[src/rtl/div_pkg.sv]
// div_pkg: state encoding and default sizes shared by the divider arbiter
package div_pkg;
    localparam int DIV_WIDTH = 32;
    localparam int DIV_NREQ = 4;
    localparam logic [1:0] S_IDLE = 2'd0;
    localparam logic [1:0] S_START = 2'd1;
    localparam logic [1:0] S_WAIT = 2'd2;
    localparam logic [1:0] S_DONE = 2'd3;
endpackage

[src/rtl/rr_pick.sv]
// rr_pick: combinational round-robin picker, searches upward from the slot after i_last
module rr_pick #(
    parameter int NREQ = 4,
    parameter int IDXW = $clog2(NREQ)
) (
    input  logic [NREQ-1:0] i_req,
    input  logic [IDXW-1:0] i_last,
    output logic            o_valid,
    output logic [IDXW-1:0] o_idx
);
    assign o_valid = |i_req;
    // scanned farthest-first so the nearest requester after i_last overwrites the rest
    always_comb begin
        o_idx = i_last;
        for (int i = NREQ; i >= 1; i--)
            if (i_req[IDXW'((int'(i_last) + i) % NREQ)]) o_idx = IDXW'((int'(i_last) + i) % NREQ);
    end
endmodule

[src/rtl/div_arbiter.sv]
// div_arbiter: round-robin sharing of one iterative divider among NREQ requesters
module div_arbiter
    import div_pkg::*;
#(
    parameter int WIDTH = DIV_WIDTH,
    parameter int NREQ = DIV_NREQ,
    parameter int IDXW = $clog2(NREQ)
) (
    input  logic                    clk,
    input  logic                    rstn,
    input  logic [NREQ-1:0]         req,
    input  logic [NREQ*2*WIDTH-1:0] dividend,
    input  logic [NREQ*WIDTH-1:0]   divisor,
    output logic [NREQ-1:0]         ack,
    output logic [WIDTH-1:0]        quot,
    output logic [WIDTH-1:0]        rem,
    output logic                    overflow,
    output logic [IDXW-1:0]         grant_idx,
    output logic                    active,
    output logic                    div_go,
    output logic [2*WIDTH-1:0]      div_dividend,
    output logic [WIDTH-1:0]        div_divisor,
    input  logic                    div_busy,
    input  logic [WIDTH-1:0]        div_quot,
    input  logic [WIDTH-1:0]        div_rem,
    input  logic                    div_overflow
);
    logic [1:0]         r_state;
    logic               r_cancel;
    logic               w_valid;
    logic [IDXW-1:0]    w_next;
    logic [2*WIDTH-1:0] w_dd;
    logic [WIDTH-1:0]   w_dv;

    rr_pick #(.NREQ(NREQ), .IDXW(IDXW)) u_pick (
        .i_req(req),
        .i_last(grant_idx),
        .o_valid(w_valid),
        .o_idx(w_next)
    );

    always_comb begin
        w_dd = '0;
        w_dv = '0;
        for (int i = 0; i < NREQ; i++)
            if (w_next == IDXW'(i)) begin
                w_dd = dividend[i*2*WIDTH +: 2*WIDTH];
                w_dv = divisor[i*WIDTH +: WIDTH];
            end
    end

    assign div_go = r_state == S_START;
    assign active = r_state != S_IDLE;
    assign ack = (r_state == S_DONE && !r_cancel) ? (NREQ'(1) << grant_idx) : '0;

    // the divider survives our reset, so IDLE must also see it idle before a new go
    always_ff @(posedge clk) begin
        if (!rstn) begin
            r_state <= S_IDLE;
            r_cancel <= 1'b0;
            grant_idx <= IDXW'(NREQ - 1);
            quot <= '0;
            rem <= '0;
            overflow <= 1'b0;
            div_dividend <= '0;
            div_divisor <= '0;
        end else begin
            case (r_state)
                S_IDLE:
                    if (w_valid && !div_busy) begin
                        grant_idx <= w_next;
                        div_dividend <= w_dd;
                        div_divisor <= w_dv;
                        r_state <= S_START;
                    end
                S_START: begin
                    if (!req[grant_idx]) r_cancel <= 1'b1;
                    r_state <= S_WAIT;
                end
                S_WAIT: begin
                    if (!req[grant_idx]) r_cancel <= 1'b1;
                    if (!div_busy) begin
                        quot <= div_quot;
                        rem <= div_rem;
                        overflow <= div_overflow;
                        r_state <= S_DONE;
                    end
                end
                default: begin
                    r_cancel <= 1'b0;
                    r_state <= S_IDLE;
                end
            endcase
        end
    end
endmodule

[config.mk]
export PLATFORM = sky130hd
export DESIGN_NAME = div_arbiter
export DESIGN_NICKNAME = d
export VERILOG_FILES = /design/src/rtl/div_pkg.sv /design/src/rtl/rr_pick.sv /design/src/rtl/div_arbiter.sv
export SDC_FILE = /design/constraint.sdc
export NUM_CORES = 1
export LEC_CHECK = 0
export CAP_MARGIN = 40
export CORE_AREA = 2 2 246 248
export CTS_CLUSTER_DIAMETER = 30
export DETAILED_ROUTE_END_ITERATION = 16
export DIE_AREA = 0 0 248 250
export GPL_TIMING_DRIVEN = 0
export PLACE_DENSITY = 0.52
export SLEW_MARGIN = 20
export SYNTH_ARGS = -nofsm -noshare
export SYNTH_HDL_FRONTEND = slang
export SYNTH_SLANG_ARGS = --single-unit
[constraint.sdc]
create_clock -name clk -period 3.5 [get_ports clk]
set_clock_uncertainty 0.15 [all_clocks]
set_input_delay 0.7 -clock clk [delete_from_list [all_inputs] [get_ports clk]]
set_output_delay 0.7 -clock clk [all_outputs]
set_load 0.02 [all_outputs]
After elaboration in Yosys (flattened, before gate mapping):

Index checks and enable logic that the tools add are counted.

* bits in registers: 166
* output and inout bits: 169

* $add $sub $neg: 4
* $lt $le $gt $ge: 5
* eq/ne operators: 9
* shift-type cells: 1
* multiplexer cells: 32
* bitwise logic cells: 2
* reductions and logical operators: 13

Operators by type and width (number)
* 64-bit two-way mux: 4
* 32-bit two-way mux: 4
* 2-bit by 4-bit < comparator with 1-bit output (second input constant): 4
* 2-bit two-way mux: 6
* 1-bit binary-select mux with 2-bit select: 5
* 1-bit two-way mux: 10
* 2-bit equality test (second input constant): 4
* 2-bit AND reduction: 4
* 2-bit inequality test (second input constant): 3
* 2-bit case mux with 3 select lines: 1
* 2-bit by 1-bit adder with 2-bit output (second input constant): 2
* 2-bit adder (second input constant): 2
* 2-bit by 1-bit equality test with 1-bit output (second input constant): 2
* 2-bit zero test: 2
* 4-bit two-way mux: 1
* 4-bit OR reduction: 1
* 1-bit by 2-bit left shift with 4-bit output (first input constant): 1
* 2-bit by 3-bit < comparator with 1-bit output (second input constant): 1
* 1-bit logical AND: 2
* 1-bit zero test: 2
* 1-bit inverter: 2
* 1-bit case mux with 2 select lines: 1
* 2-bit nonzero test: 1
* 2-bit OR reduction: 1

Logic depth before layout (Yosys ltp):

Gate-level depths: netlist (run 1).

* depth in word-level cells: 13
* gate-level depth with buffers: 11
* depth with buffers taken out: 7

Modules after synthesis:

A second synthesis (run 1) with hierarchy kept.

* cell total of the unflattened synthesis: 669
* area total of the unflattened synthesis: 7816.2 um^2

By module, submodules not included
* div_arbiter: instances 1, cells an instance 655, area an instance 7733.7 um^2, sequential area each 3323.2 um^2
* rr_pick: instances 1, cells an instance 14, area an instance 82.6 um^2, sequential area each 0.0 um^2

Least setup slack after synthesis (run 1):

Ideal clock, no wire load.

* path kind: reg2reg
* from: reg grant_idx[0]
* to: reg div_dividend[16]
* setup time: 0.138 ns
* data arrival time: 2.415 ns
* setup slack: 0.797 ns
* cell stages (with the launch flop): 11
* buffers on the path: 4
* period minus slack after synthesis: 2.703 ns
* cell sequence: dfxtp_1 -> buf_4 -> inv_1 -> ha_1 -> buf_12 -> o311a_1 -> nand2b_1 -> nand3_1 -> buf_4 -> clkbuf_1 -> o221ai_1

* longest elaborated chain between the ends: 13
* elaborated cells on any way between the ends: 28
* classes of those cells: 4 x add/sub; 3 x eq/ne; 20 x mux; 1 x reduce/logical

RTL lines
* from (decl): RTL line div_arbiter.sv:18 `output logic [IDXW-1:0] grant_idx,`
* from (signal assigned): RTL line div_arbiter.sv:61 `grant_idx <= IDXW'(NREQ - 1);`
* from (signal assigned): RTL line div_arbiter.sv:71 `grant_idx <= w_next;`
* 2-bit by 1-bit adder with 2-bit output: RTL line rr_pick.sv:16 `if (i_req[IDXW'((int'(i_last) + i) % NREQ)]) o_idx = IDXW'((int'(i_last) + i) % NREQ);`
* 1-bit binary-select mux with 2-bit select: RTL line rr_pick.sv:16
* 1-bit two-way mux (implied by the code) (2 in series): RTL line rr_pick.sv:16
* 2-bit two-way mux (3 in series): RTL line rr_pick.sv:16
* 2-bit two-way mux *: RTL line rr_pick.sv:16
* 2-bit zero test: RTL line div_arbiter.sv:46 `if (w_next == IDXW'(i)) begin`
* 64-bit two-way mux (3 in series): RTL line div_arbiter.sv:46
* 64-bit two-way mux *: RTL line div_arbiter.sv:46
* to (signal assigned): RTL line div_arbiter.sv:72 `div_dividend <= w_dd;`
* to (decl): RTL line div_arbiter.sv:21 `output logic [2*WIDTH-1:0] div_dividend,`

Every way passes the cells marked *; elsewhere a longest branch is shown, timed or not. The select of a mux whose other input is x is not followed.
A chain may end at the register's enable or synchronous reset.

Worst setup path in the final report (run 1):

* from: reg grant_idx[0]
* to: reg div_dividend[30]

Same word-level chain as after synthesis.

==> impl_metrics.py, run 1 <==
metrics = {
    "hold_path": {
        "hold_path_startpoint": "quot[16]",
        "worst_hold_path_type": "reg -> reg",
    },
    "yosys": {
        "avgSynthCellArea_sq_um": 9.51,
        "syn-instance-count": 893,
        "synth.distinct_cells": 43,
        "synth.net_count": 1357,
        "synth_top_area_share": 0.392,
        "synth.ff_latch_count": 166,
        "synth_top_area_cell": "dfxtp_1",
        "yosysWarnings": 0,
        "synth_ff_type": "dfxtp_1",
        "synth_edf_count": 0,
        "ys_seq_area_frac": 0.392,
        "async_flop_share": 0,
        "syn_area_sq_um": 8490,
        "synth_area_leaders": "dfxtp_1, mux2i_1, nand2_1",
    },
    "final_layout": {
        "fin_area_sq_um": 16300,
        "final_cells": 2332,
        "syn2layout_area_growth_pct": 91.8,
        "most-common-layout-cells": "clkdlybuf4s50_1, nand2_1, mux2i_1, dfxtp_1, o221ai_1",
        "layout.nets": 1999,
        "final_common_cell": "clkdlybuf4s50_1",
        "final_util": 0.273,
        "drive_gt1_frac": 0.0504,
        "fill_cells": 6322,
    },
    "die": {
        "die_area_sq_um": 62000,
        "die_w_um": 248,
        "num_rows": 90,
        "start_util": 0.142,
        "core_sq_um": 59600,
        "die_height_um": 250,
        "ios": 625,
    },
    "setup_path": {
        "criticalPathCategory": "reg -> reg",
        "regToRegStartpoint": "grant_idx[0]",
        "start_kind": "flip-flop",
        "worstPathRequired_ns": 3.74,
        "arrival_ns": 3.53,
        "cp-startpoint": "grant_idx[0]",
        "cp-end-kind": "flip-flop",
        "path_max_fanout": 10,
    },
    "global_routing": {
        "grt_pass1_vias": 9775,
        "grt_pass1_wl_um": 61000,
        "antenna_found_initial": 2,
        "grt_usage": 0.135,
        "grt-ovfl-total": 0,
        "grt_max_degree": 17,
    },
    "job": {
        "maxCapViolCount": 0,
    },
    "routing": {
        "finalWirelength_um": 44000,
        "drcViolationCount": 0,
        "route.antenna.remaining_nets": 0,
        "drt-initial-drc-count": 332,
        "vias": 9307,
        "wl_per_cell_um": 18.9,
        "firstDrtPassIters": 5,
        "viasPerCell": 3.99,
    },
    "timing": {
        "relSlewSlack": 0.484,
        "finalCriticalPeriod_ns": 3.29,
        "setup_viol": 0,
        "tightest_slew_ns": 0.774,
        "hold_violations": 0,
        "setup_ws_ns": 0.210,
        "max_clock_freq_ghz": 0.304,
        "rsz0062_at_grt": "false",
        "slew_violations": 0,
        "period_share": 0.940,
    },
    "clocking": {
        "clk-insertion-delay-late_ns": 0.47,
        "cts_num_sinks": 166,
        "root_buffer": "clkbuf_16",
        "numCtsBuffers": 17,
        "ctsHoldBuffers": 0,
        "cts_tree": "built",
        "clockBufferDepth": 2,
        "path_clk_slew_ns": 0.07,
        "cts.htree.levels": 4,
    },
    "place": {
        "portBuffers": 621,
        "place.detailed.hpwl_um": 36100,
        "pre_cts_slack_ns": -0.364,
        "dp.cells": 2297,
        "placed_area_sq_um": 15700,
        "place.gp.congestion": 0.844,
    },
    "power_and_ir_drop": {
        "vdd_drop_max_uv": 357,
        "leakagePower_uw": 0.00589,
        "pwr_density_cell_nw_per_um2": 623,
        "p_total_uw": 10100,
    },
    "status": {
        "status": "finished, final reports clean",
    },
}
Yosys cell counts (2+ instances only):
master	n
nand2_1	232
mux2i_1	194
dfxtp_1	166
o221ai_1	96
a21oi_1	69
clkbuf_1	41
buf_12	21
ha_1	8
nor2_1	8
buf_1	7
inv_1	6
and2_1	4
buf_2	3
buf_4	3
buf_6	2
mux2_2	2
nand2b_1	2
nor2b_1	2
o21ai_1	2
o221a_2	2
final cells by class:
class	count	area (sq um)	share of cell area
inverter	7	26.3	0.00161
buffer	79	688	0.0423
sequential	166	3320	0.204
clock buffer	18	429	0.0264
tap	782	978	0.0601
clock inverter	14	136	0.00838
antenna	2	5.00	0.000307
timing repair buffer	623	6240	0.383
multi-input combinational	641	4460	0.274
final timing paths:
kind                                         end  slack [ns]  cells past startpoint
worst min register to register          quot[16]        0.31                      2
worst min-delay path                    quot[16]        0.31                      2
worst max-delay path            div_dividend[30]        0.21                      9
worst max register to register  div_dividend[30]        0.21                      9
critical path, stage by stage, from the launching register on:
cell      delay (ns)
dfxtp_1         0.45
buf_4           0.23
inv_1           0.11
ha_1            0.35
buf_12          0.16
o311a_1         0.33
nand4b_2        0.45
buf_2           0.38
clkbuf_1        0.32
o221ai_1        0.26
cell families after synthesis:
family                   Yosys count  share of synthesized area
AND/OR/NAND/NOR                  255                      0.119
multiplexers                     198                      0.236
AO/OA/AOI/OAI                    180                      0.157
flip-flops                       166                      0.392
buffers and inverters             86                     0.0840
adder cells (fa/ha/maj)            8                     0.0118
flip-flops by register name (all words and copies together), names as in the netlist:
signal and cells:
div_dividend 64, div_divisor 32, grant_idx 2, overflow 1
quot 32, r_cancel 1, r_state 2, rem 32
through the flow:
| stage | hold slack, ns | setup TNS (ns) |
|---|---|---|
| finish | 0.306 | 0 |
| global route | 0.318 | 0 |
| CTS | 0.307 | 0 |
| detailed placement | 0.296 | -13.35 |
| global placement | 0.292 | -26.88 |
| floorplan | 0.315 | 0 |
timing repair:
action                                  CTS  global route
resized for setup                         2             1
endpoints found under the setup margin   40            14
setup buffers                             0             0
routing by layer:
metal  global-route usage  part of all wire  vias to the layer above
met5                    0                 0                        -
met4               0.0539             0.025                        0
met3               0.0416             0.085                       49
met2                0.239              0.49                      397
met1                0.148              0.40                     4329
li1                     -                 -                     4532
report_power, final:
group	internal [uW]	total [uW]	switching (uW)
Combinational	2770	5540	2760
Sequential	2380	2690	312
Clock	997	1920	925
Total	6150	10100	4000
Note: power is estimated with default switching activity, not from simulation.
==> inputs of run 2 (changes only) <==
==> constraint.sdc (replaced) <==
create_clock -name clk -period 3.4 [get_ports clk]
set_clock_uncertainty 0.15 [all_clocks]
set_input_delay 0.68 -clock clk [delete_from_list [all_inputs] [get_ports clk]]
set_output_delay 0.68 -clock clk [all_outputs]
set_load 0.02 [all_outputs]
==> run 2 against run 1 <==
Against the previous run:
- sequential power is 3% higher
- die area did not move
- non-clock buffer count fell by 1
- power grew 3.0%
- sequential cell count stayed put
- fmax grew 4.2%
- hold slack about the same
- core utilization is essentially flat
- clock-buffer cell count unchanged
- critical path type unchanged
- critical endpoint is now div_divisor[22]
==> impl_metrics.py, run 2 (same netlist as run 1, synthesis figures left out) <==
metrics = {
    "final_layout": {
        "most-common-layout-cells": "clkdlybuf4s50_1, nand2_1, mux2i_1, dfxtp_1, o221ai_1",
        "fin_area_sq_um": 16300,
        "drive_gt1_frac": 0.0530,
        "largest_register": "div_dividend",
        "fill_cells": 6314,
        "syn2layout_area_growth_pct": 92.0,
        "final_common_cell": "clkdlybuf4s50_1",
        "largest_reg_flops": 64,
        "layout.nets": 1998,
        "area.sequential_sq_um": 3320,
        "multiInputGateArea_sq_um": 4470,
    },
    "routing": {
        "finalWirelength_um": 43800,
        "wl_per_cell_um": 18.8,
        "route.antenna.remaining_nets": 0,
        "firstDrtPassIters": 5,
        "viasPerCell": 3.99,
        "drcViolationCount": 0,
        "drt-initial-drc-count": 339,
        "vias": 9301,
    },
    "global_routing": {
        "grt_usage": 0.135,
        "grt-ovfl-total": 0,
        "grt_max_degree": 17,
        "grt_pass1_vias": 9775,
        "antenna_found_initial": 2,
        "grt_pass1_wl_um": 61000,
    },
    "place": {
        "pre_cts_slack_ns": -0.444,
        "portBuffers": 621,
        "place.gp.congestion": 0.844,
        "place.detailed.hpwl_um": 36100,
        "placed_area_sq_um": 15700,
    },
    "timing": {
        "finalCriticalPeriod_ns": 3.16,
        "tightest_slew_ns": 0.771,
        "hold_violations": 0,
        "relSlewSlack": 0.486,
        "period_share": 0.929,
        "rsz0062_at_grt": "false",
        "setup_viol": 0,
        "max_clock_freq_ghz": 0.317,
        "setup_ws_ns": 0.242,
        "slew_violations": 0,
    },
    "power_and_ir_drop": {
        "leakagePower_uw": 0.00591,
        "p_total_uw": 10400,
        "pwr_density_cell_nw_per_um2": 641,
        "vdd_drop_max_uv": 366,
    },
    "die": {
        "die_area_sq_um": 62000,
        "num_rows": 90,
        "core_sq_um": 59600,
        "ios": 625,
        "start_util": 0.142,
        "die_height_um": 250,
        "die_w_um": 248,
    },
    "clocking": {
        "cts_num_sinks": 166,
        "cts.htree.levels": 4,
        "post-cts-setup-buffers": 0,
        "root_buffer": "clkbuf_16",
        "cts_tree": "built",
        "path_clk_slew_ns": 0.07,
        "ctsHoldBuffers": 0,
        "clk-insertion-delay-late_ns": 0.46,
        "numCtsBuffers": 17,
        "cts_resized": 3,
        "clockBufferDepth": 2,
    },
    "setup_path": {
        "arrival_ns": 3.32,
        "reg2reg_depth": 11,
        "path_max_fanout": 10,
        "r2r_end": "div_divisor[22]",
        "cp-startpoint": "grant_idx[0]",
        "cp-end-kind": "flip-flop",
        "regToRegStartpoint": "grant_idx[0]",
        "cp-endpoint": "div_divisor[22]",
        "ff2ff_setup_slack_ns": 0.24,
        "worstPathRequired_ns": 3.56,
        "start_kind": "flip-flop",
        "criticalPathCategory": "reg -> reg",
    },
    "job": {
        "maxCapViolCount": 0,
    },
    "status": {
        "status": "finished, final reports clean",
    },
    "hold_path": {
        "worst_hold_path_type": "reg -> reg",
    },
}
run 2: worst min-delay path by stage:
stage | to | depth (start not counted) | from
2_1_floorplan | r_state[1] | 2 | r_state[1]
3_3_place_gp | div_dividend[42] | 2 | div_dividend[42]
3_5_place_dp | rem[23] | 2 | rem[23]
4_1_cts | rem[25] | 2 | rem[25]
5_1_grt | rem[4] | 2 | rem[4]
6_report | quot[16] | 2 | quot[16]
run 2: per-stage QoR:
stage	utilization	setup TNS, ns	hold WS [ns]	std cells
finish	0.274	0	0.306	2331
global route	0.274	0	0.318	2330
floorplan	-	0	0.315	893
global placement	0.263	-34.56	0.292	2296
CTS	0.273	0	0.307	2329
detailed placement	0.263	-18.66	0.296	2297
run 2: layer usage:
metal / up-vias / part of all wire / GRT usage / wire length [um]
met4: 0 / 0.025 / 0.0539 / 1090
met5: - / 0 / 0 / 0
met1: 4325 / 0.40 / 0.148 / 17300
met3: 47 / 0.085 / 0.0416 / 3700
li1: 4531 / - / - / -
met2: 398 / 0.50 / 0.239 / 21700
run 2: cell type report:
cell class / count / area share
Timing Repair Buffer: 623 / 0.383
Multi-Input combinational cell: 641 / 0.274
Sequential cell: 166 / 0.204
Tap cell: 782 / 0.0600
Buffer: 78 / 0.0424
Clock buffer: 18 / 0.0263
Clock inverter: 14 / 0.00837
Inverter: 7 / 0.00161
Antenna cell: 2 / 0.000307
run 2: critical path, stage by stage (launching register included):
cell      delay, ns
dfxtp_1        0.46
buf_4          0.24
inv_1          0.11
ha_1           0.34
buf_12         0.14
nor2_1         0.05
a211o_1        0.32
a22oi_4        0.23
buf_12         0.24
buf_12         0.17
mux2i_1        0.38
o221ai_1       0.17
run 2: power breakdown:
part | leakage [uW] | switching, uW | total (uW) | internal [uW]
Sequential | 0.00135 | 320 | 2770 | 2450
Clock | 0.000280 | 945 | 1970 | 1030
Combinational | 0.00428 | 2850 | 5710 | 2860
Total | 0.00591 | 4110 | 10400 | 6330
